<file path="src/rtl/sys_defs.sv">
// rtl/sys_defs.sv - shared ALU function encoding and width constants
package sys_defs;

    localparam int SYS_XLEN  = 32;
    localparam int SYS_TAG_W = 6;

    typedef enum logic [3:0] {
        ALU_ADD  = 4'd0,
        ALU_SUB  = 4'd1,
        ALU_AND  = 4'd2,
        ALU_OR   = 4'd3,
        ALU_XOR  = 4'd4,
        ALU_SLT  = 4'd5,
        ALU_SLTU = 4'd6,
        ALU_SLL  = 4'd7,
        ALU_SRL  = 4'd8,
        ALU_SRA  = 4'd9
    } ALU_FUNC;

endpackage

</file>
<file path="src/rtl/alu_core.sv">
// rtl/alu_core.sv - combinational integer ALU datapath
module alu_core
    import sys_defs::*;
#(
    parameter int XLEN = SYS_XLEN
) (
    input  logic [XLEN-1:0] opa,
    input  logic [XLEN-1:0] opb,
    input  ALU_FUNC         func,
    output logic [XLEN-1:0] result
);

    localparam int SH_W = $clog2(XLEN);

    logic [SH_W-1:0] shamt;

    assign shamt = opb[SH_W-1:0];

    always_comb begin
        result = '0;
        unique case (func)
            ALU_ADD:  result = opa + opb;
            ALU_SUB:  result = opa - opb;
            ALU_AND:  result = opa & opb;
            ALU_OR:   result = opa | opb;
            ALU_XOR:  result = opa ^ opb;
            ALU_SLT:  result = {{(XLEN-1){1'b0}}, ($signed(opa) < $signed(opb))};
            ALU_SLTU: result = {{(XLEN-1){1'b0}}, (opa < opb)};
            ALU_SLL:  result = opa << shamt;
            ALU_SRL:  result = opa >> shamt;
            ALU_SRA:  result = $unsigned($signed(opa) >>> shamt);
            default:  result = '0;
        endcase
    end

endmodule

</file>
<file path="src/rtl/fu_alu_pipe.sv">
// rtl/fu_alu_pipe.sv - ALU functional unit: reservation buffer, CDB wakeup, result pipeline
// Optional FU_ALU_PIPE_STATS_EN adds saturating issue/stall counters.
module fu_alu_pipe
    import sys_defs::*;
#(
    parameter int XLEN  = SYS_XLEN,
    parameter int DEPTH = 4,
    parameter int TAG_W = SYS_TAG_W,
    parameter int LAT   = 1
) (
    input  logic             clock,
    input  logic             reset,
    input  logic             in_valid,
    output logic             in_ready,
    input  ALU_FUNC          in_func,
    input  logic [XLEN-1:0]  in_opa,
    input  logic [XLEN-1:0]  in_opb,
    input  logic             in_opa_rdy,
    input  logic             in_opb_rdy,
    input  logic [TAG_W-1:0] in_opa_tag,
    input  logic [TAG_W-1:0] in_opb_tag,
    input  logic [TAG_W-1:0] in_dest_tag,
    input  logic             cdb_valid,
    input  logic [TAG_W-1:0] cdb_tag,
    input  logic [XLEN-1:0]  cdb_value,
    input  logic             squash,
    output logic             out_valid,
    input  logic             out_ready,
    output logic [TAG_W-1:0] out_tag,
    output logic [XLEN-1:0]  out_result
`ifdef FU_ALU_PIPE_STATS_EN
   ,output logic [31:0]      stat_issued,
    output logic [31:0]      stat_stall
`endif
);

    localparam int IDX_W = $clog2(DEPTH);

    logic [DEPTH-1:0] busy_q, busy_d;
    logic [DEPTH-1:0] opa_rdy_q, opa_rdy_d;
    logic [DEPTH-1:0] opb_rdy_q, opb_rdy_d;
    ALU_FUNC          func_q [DEPTH];
    ALU_FUNC          func_d [DEPTH];
    logic [XLEN-1:0]  opa_q [DEPTH];
    logic [XLEN-1:0]  opa_d [DEPTH];
    logic [XLEN-1:0]  opb_q [DEPTH];
    logic [XLEN-1:0]  opb_d [DEPTH];
    logic [TAG_W-1:0] opa_tag_q [DEPTH];
    logic [TAG_W-1:0] opa_tag_d [DEPTH];
    logic [TAG_W-1:0] opb_tag_q [DEPTH];
    logic [TAG_W-1:0] opb_tag_d [DEPTH];
    logic [TAG_W-1:0] dest_q [DEPTH];
    logic [TAG_W-1:0] dest_d [DEPTH];

    logic [LAT-1:0]   st_valid_q, st_valid_d;
    logic [XLEN-1:0]  st_result_q [LAT];
    logic [XLEN-1:0]  st_result_d [LAT];
    logic [TAG_W-1:0] st_tag_q [LAT];
    logic [TAG_W-1:0] st_tag_d [LAT];

    logic             free_found;
    logic [IDX_W-1:0] alloc_idx;
    logic             sel_found;
    logic [IDX_W-1:0] sel_idx;
    logic             accept;
    logic             advance;
    logic             issue_go;
    logic [XLEN-1:0]  alu_result;
    logic             in_opa_hit;
    logic             in_opb_hit;

    // Priority encoders: descending loop leaves the lowest matching index.
    always_comb begin
        free_found = 1'b0;
        alloc_idx  = '0;
        sel_found  = 1'b0;
        sel_idx    = '0;
        for (int i = DEPTH - 1; i >= 0; i--) begin
            if (!busy_q[i]) begin
                free_found = 1'b1;
                alloc_idx  = IDX_W'(i);
            end
            if (busy_q[i] && opa_rdy_q[i] && opb_rdy_q[i]) begin
                sel_found = 1'b1;
                sel_idx   = IDX_W'(i);
            end
        end
    end

    assign in_ready   = free_found;
    assign accept     = in_valid && free_found;
    assign advance    = !(out_valid && !out_ready);
    assign issue_go   = sel_found && advance && !squash;
    assign in_opa_hit = cdb_valid && (cdb_tag == in_opa_tag);
    assign in_opb_hit = cdb_valid && (cdb_tag == in_opb_tag);

    alu_core #(
        .XLEN(XLEN)
    ) u_alu_core (
        .opa   (opa_q[sel_idx]),
        .opb   (opb_q[sel_idx]),
        .func  (func_q[sel_idx]),
        .result(alu_result)
    );

    always_comb begin
        busy_d    = busy_q;
        opa_rdy_d = opa_rdy_q;
        opb_rdy_d = opb_rdy_q;
        for (int i = 0; i < DEPTH; i++) begin
            func_d[i]    = func_q[i];
            opa_d[i]     = opa_q[i];
            opb_d[i]     = opb_q[i];
            opa_tag_d[i] = opa_tag_q[i];
            opb_tag_d[i] = opb_tag_q[i];
            dest_d[i]    = dest_q[i];

            if (busy_q[i] && !opa_rdy_q[i] && cdb_valid && (cdb_tag == opa_tag_q[i])) begin
                opa_d[i]     = cdb_value;
                opa_rdy_d[i] = 1'b1;
            end
            if (busy_q[i] && !opb_rdy_q[i] && cdb_valid && (cdb_tag == opb_tag_q[i])) begin
                opb_d[i]     = cdb_value;
                opb_rdy_d[i] = 1'b1;
            end
            if (issue_go && (sel_idx == IDX_W'(i))) begin
                busy_d[i] = 1'b0;
            end
            // Allocation only targets a free slot, so it never collides with issue.
            if (accept && (alloc_idx == IDX_W'(i))) begin
                busy_d[i]    = 1'b1;
                func_d[i]    = in_func;
                opa_tag_d[i] = in_opa_tag;
                opb_tag_d[i] = in_opb_tag;
                dest_d[i]    = in_dest_tag;
                opa_rdy_d[i] = in_opa_rdy || in_opa_hit;
                opb_rdy_d[i] = in_opb_rdy || in_opb_hit;
                opa_d[i]     = in_opa_rdy ? in_opa : cdb_value;
                opb_d[i]     = in_opb_rdy ? in_opb : cdb_value;
            end
        end
        if (squash) begin
            busy_d = '0;
        end
    end

    always_comb begin
        st_valid_d = st_valid_q;
        for (int s = 0; s < LAT; s++) begin
            st_result_d[s] = st_result_q[s];
            st_tag_d[s]    = st_tag_q[s];
        end
        if (advance) begin
            st_valid_d[0] = issue_go;
            if (issue_go) begin
                st_result_d[0] = alu_result;
                st_tag_d[0]    = dest_q[sel_idx];
            end
            for (int s = 1; s < LAT; s++) begin
                st_valid_d[s] = st_valid_q[s-1];
                if (st_valid_q[s-1]) begin
                    st_result_d[s] = st_result_q[s-1];
                    st_tag_d[s]    = st_tag_q[s-1];
                end
            end
        end
        if (squash) begin
            st_valid_d = '0;
        end
    end

    always_ff @(posedge clock or posedge reset) begin
        if (reset) begin
            busy_q     <= '0;
            opa_rdy_q  <= '0;
            opb_rdy_q  <= '0;
            st_valid_q <= '0;
            for (int i = 0; i < DEPTH; i++) begin
                func_q[i]    <= ALU_ADD;
                opa_q[i]     <= '0;
                opb_q[i]     <= '0;
                opa_tag_q[i] <= '0;
                opb_tag_q[i] <= '0;
                dest_q[i]    <= '0;
            end
            for (int s = 0; s < LAT; s++) begin
                st_result_q[s] <= '0;
                st_tag_q[s]    <= '0;
            end
        end else begin
            busy_q     <= busy_d;
            opa_rdy_q  <= opa_rdy_d;
            opb_rdy_q  <= opb_rdy_d;
            st_valid_q <= st_valid_d;
            for (int i = 0; i < DEPTH; i++) begin
                func_q[i]    <= func_d[i];
                opa_q[i]     <= opa_d[i];
                opb_q[i]     <= opb_d[i];
                opa_tag_q[i] <= opa_tag_d[i];
                opb_tag_q[i] <= opb_tag_d[i];
                dest_q[i]    <= dest_d[i];
            end
            for (int s = 0; s < LAT; s++) begin
                st_result_q[s] <= st_result_d[s];
                st_tag_q[s]    <= st_tag_d[s];
            end
        end
    end

    assign out_valid  = st_valid_q[LAT-1];
    assign out_tag    = st_tag_q[LAT-1];
    assign out_result = st_result_q[LAT-1];

`ifdef FU_ALU_PIPE_STATS_EN
    logic [31:0] stat_issued_q, stat_issued_d;
    logic [31:0] stat_stall_q, stat_stall_d;

    // Counters survive squash; they only saturate or reset.
    always_comb begin
        stat_issued_d = stat_issued_q;
        stat_stall_d  = stat_stall_q;
        if (issue_go && (stat_issued_q != '1)) begin
            stat_issued_d = stat_issued_q + 32'd1;
        end
        if (!advance && (stat_stall_q != '1)) begin
            stat_stall_d = stat_stall_q + 32'd1;
        end
    end

    always_ff @(posedge clock or posedge reset) begin
        if (reset) begin
            stat_issued_q <= '0;
            stat_stall_q  <= '0;
        end else begin
            stat_issued_q <= stat_issued_d;
            stat_stall_q  <= stat_stall_d;
        end
    end

    assign stat_issued = stat_issued_q;
    assign stat_stall  = stat_stall_q;
`endif

endmodule

</file>
<file path="config.mk">
export PLATFORM = sky130hd
export DESIGN_NAME = fu_alu_pipe
export DESIGN_NICKNAME = d
export VERILOG_FILES = /design/src/rtl/sys_defs.sv /design/src/rtl/alu_core.sv /design/src/rtl/fu_alu_pipe.sv
export SDC_FILE = /design/constraint.sdc
export NUM_CORES = 2
export LEC_CHECK = 0
export CAP_MARGIN = 40
export CORE_ASPECT_RATIO = 0.75
export CORE_MARGIN = 2
export CORE_UTILIZATION = 55
export DETAILED_ROUTE_END_ITERATION = 8
export GPL_TIMING_DRIVEN = 1
export MAX_ROUTING_LAYER = met4
export PLACE_DENSITY_LB_ADDON = 0.12
export SKIP_CTS_REPAIR_TIMING = 1
export SLEW_MARGIN = 20
export SYNTH_ARGS = -nofsm -noshare
export SYNTH_HDL_FRONTEND = slang
export SYNTH_SLANG_ARGS = --single-unit
export TNS_END_PERCENT = 50
</file>
<file path="constraint.sdc">
create_clock -name clock -period 17.8 [get_ports clock]
set_input_delay 2.67 -clock clock [delete_from_list [all_inputs] [get_ports clock]]
set_output_delay 2.67 -clock clock [all_outputs]
set_load 0.05 [all_outputs]
</file>
==> results.toml <==
[logic_synthesis]
async_flop_share = 1.000
syn_area_mm2 = 0.02826
synth_cells = 3610
synthesis.yosys.warnings = 0
ys.flop_type = "dfrtp_1"
syn_avg_cell_area_um2 = 7.829
ys_types = 95
yosysSeqAreaShare = 0.3497
synth_nets = 3841
ys_ff_latch = 395
synth_enable_flop_cells = 0

[floorplanning]
die_area_mm2 = 0.05324
die_w_um = 265.8
rows = 71
ios = 172
die_y_um = 200.3
coreArea_mm2 = 0.05046
start_util = 0.5601

[routing]
ant_nets = 0
drt_wl_total_um = 132300
vias_per_cell = 7.330
drc_errors = 0
first_pass_iters = 8
post_drt_wl_per_cell_um = 30.59
vias = 31690
drtIter0Drc = 6204

[cts]
cts_sinks = 395
cts_made_buffers = 40
clockBufferDepth = 3
cts.clk_slew.worst_paths_ns = 0.07
cts_tree = "yes"
root_buffer = "clkbuf_16"
clock_latency_ns = 0.61
h-tree-depth = 2

[finish]
final_cell_area_mm2 = 0.03199
nets = 3861
syn2layout_area_growth_pct = 13.20
layout.cells.non_filler = 4323
drive_gt1_frac = 0.08415

[sta]
hold_viol = 0
rsz0062_at_grt = "no"
slew_headroom = 0.3409
fin_worst_skew_ns = 0.04594
max_slew.worst_pin.slew_ns = 0.9887
slew_violations = 0
min_period_ns = 7.105
max_freq_ghz = 0.1407
finalHoldWorstSlack_ns = 0.4758
setup_viol = 0
post-route-period-util = 0.3992
tns_ns = 0

[placement]
gp_congestion = 1.110
dpl_cell_area_mm2 = 0.03049
io_buffer_count = 171
hpwlAfterDp_um = 93390
dp.cells = 4233

[global_route]
antenna_found_initial = 5
grt.total_usage = 0.4967
grt_overflow_total = 0
grt_start_max_net_pins = 179
first_global_vias = 29510
grt_pass1_wl_um = 194400

[worst_setup_path]
worstSetupPathType = "reg2reg"
slowest_delay_ns = 0.66
worst_setup_path_start_kind = "flop"
worst-path-max-fanout = 46
cp_slowest_cell = "o21ai_0"
setup.worst_path.end_class = "flop"
cp_top_family = "compound AO/OA/AOI/OAI gates"
arrival_ns = 7.56
critPathBufInv = 3
path_cells = "buf_4 > nand3_1 > a31oi_4 > buf_4 > buf_12 > a2bb2oi_2 > ha_1 > nor3_1 > nand3_1 > a211oi_1 > o31ai_2 > a311oi_1 > or3_1 > a211oi_1 > o21ai_0 > a32oi_1"
worstPathRequired_ns = 18.25

[pwr]
power_density_mw_per_mm2 = 121.3
p_leak_nw = 14.10
ir_worst_vdd_v = 0.00009969

[status]
status = "finished clean"

[job]
max_cap_viol_count = 0

[min_path]
hp-class = "reg2reg"
[cell families (layout without fill, tap and decap cells)]
kind of cell	after synthesis	in the layout	share of synthesized area
adder cells (fa/ha/maj)	99	99	0.04436
AND/OR/NAND/NOR	1507	1507	0.2283
buffers and inverters	407	457	0.05945
AO/OA/AOI/OAI	985	985	0.2432
multiplexers	154	154	0.05543
flip-flops	395	395	0.3497
XOR/XNOR	63	63	0.01952
other	0	6	0
[cell usage in the layout (no fill, tap or decap), types with 11 or more instances in the layout]
cell type          n
o21ai_0          100
a22oi_1           15
o211ai_1          48
and3_1            13
a2bb2oi_2         29
nand4_1           26
nor4_1            45
buf_4             79
o21ai_1           12
xnor2_1           41
a31oi_1           49
a221oi_1          15
nand2b_1          13
mux2i_1          134
a21oi_1          160
o2111ai_1         11
o311ai_0          22
inv_1             92
clkbuf_16         40
mux2_2            20
nand3_1           62
ha_1              97
o22ai_1          280
o31ai_1           13
nor3_1            39
a211oi_1          41
a21o_1            19
o311ai_1          15
xor2_1            22
clkdlybuf4s50_1  171
or2_2             15
dfrtp_1          394
nand2_1          437
nand4b_1          34
nor2_1           762
[worst paths after layout]
kind,cells after the start,endpoint,from,slack [ns]
min,2,dest_q[21],dest_q[21],0.48
max reg2reg,16,out_result[22],opa_rdy_q[2],10.69
min reg2reg,2,dest_q[21],dest_q[21],0.48
max,16,out_result[22],opa_rdy_q[2],10.69
max in group asynchronous,7,opa_q[70],reset,12.63
min in group asynchronous,2,opa_tag_q[12],reset,2.46
[sequential cells by signal, summed over array words and instances (netlist names)]
register / count
out_tag: 6
out_result: 32
out_valid: 1
opb_q: 128
opb_rdy_q: 4
dest_q: 24
opb_tag_q: 24
opa_q: 128
opa_rdy_q: 4
opa_tag_q: 24
busy_q: 4
func_q: 16
[report_power, final]
group	total, mW	leakage (nW)	internal [mW]	switching (mW)
logic	1.79	8.60	0.567	1.22
clock network	0.893	0.651	0.487	0.406
registers	1.20	4.84	1.07	0.125
[cell type report]
type / instances / area [um2]
well taps: 657 / 822.0
clock buffers: 55 / 1147
inverters: 103 / 396.6
fillers: 4110 / 18460
flip-flops and latches: 395 / 9886
multi-input cells: 2808 / 16860
repair buffers: 282 / 2673
clock inverters: 17 / 196.4
diodes: 6 / 15.01
[layer usage]
| layer | GRT usage | vias to the layer above | wire, um |
|---|---|---|---|
| met2 | 0.6578 | 3091 | 51910 |
| li1 | - | 13020 | - |
| met1 | 0.6734 | 15040 | 50140 |
| met5 | - | - | 0 |
| met3 | 0.1821 | 546 | 22490 |
| met4 | 0.2173 | 0 | 7719 |
[worst reg2reg max path, stage by stage (launching register included)]
cell	delay, ns
dfrtp_1	0.34
buf_4	0.47
nand3_1	0.54
a31oi_4	0.56
buf_4	0.61
buf_12	0.31
a2bb2oi_2	0.44
ha_1	0.46
nor3_1	0.44
nand3_1	0.30
a211oi_1	0.64
o31ai_2	0.26
a311oi_1	0.47
or3_1	0.18
a211oi_1	0.06
o21ai_0	0.66
a32oi_1	0.20
[synthesized netlist by cell type (all sizes together) (6+ instances only)]
library cell,instances,share of area
a31oi,50,0.012
clkbuf,213,0.028
buf,91,0.017
or2,16,0.0035
a221oi,15,0.0046
a22o,6,0.0019
a21o,19,0.0050
o211ai,48,0.013
nor4,50,0.012
o21ai,114,0.020
mux2,20,0.0080
nor2,768,0.10
nand3,63,0.011
xnor2,41,0.013
or3,10,0.0022
ha,97,0.043
a222oi,10,0.0035
nand4,27,0.0062
dfrtp,395,0.35
a2111oi,9,0.0030
o22ai,280,0.062
a221o,10,0.0035
o2111ai,11,0.0034
xor2,22,0.0068
o311ai,38,0.012
a22oi,15,0.0040
or4,7,0.0019
a32oi,12,0.0040
nand4b,34,0.011
a211o,7,0.0022
a311oi,6,0.0019
a2bb2oi,38,0.019
a21oi,169,0.030
o21bai,7,0.0019
a211oi,42,0.011
nand2,438,0.058
nor2b,8,0.0018
nand2b,13,0.0029
nor3,41,0.0074
mux2i,134,0.047
o221ai,6,0.0021
and3,15,0.0035
o31ai,15,0.0042
inv,102,0.014
[per-stage QoR]
stage / utilization / power, mW / setup slack, ns
2_1_floorplan: - / 2.257 / 4.147
3_3_place_gp: 0.5998 / 2.828 / 11.08
3_5_place_dp: 0.6043 / 2.867 / 11.23
4_1_cts: 0.6310 / 3.749 / 11.16
5_1_grt: 0.6340 / 3.985 / 10.75
6_report: 0.6341 / 3.880 / 10.69
Note: power is estimated with default switching activity, not from simulation.
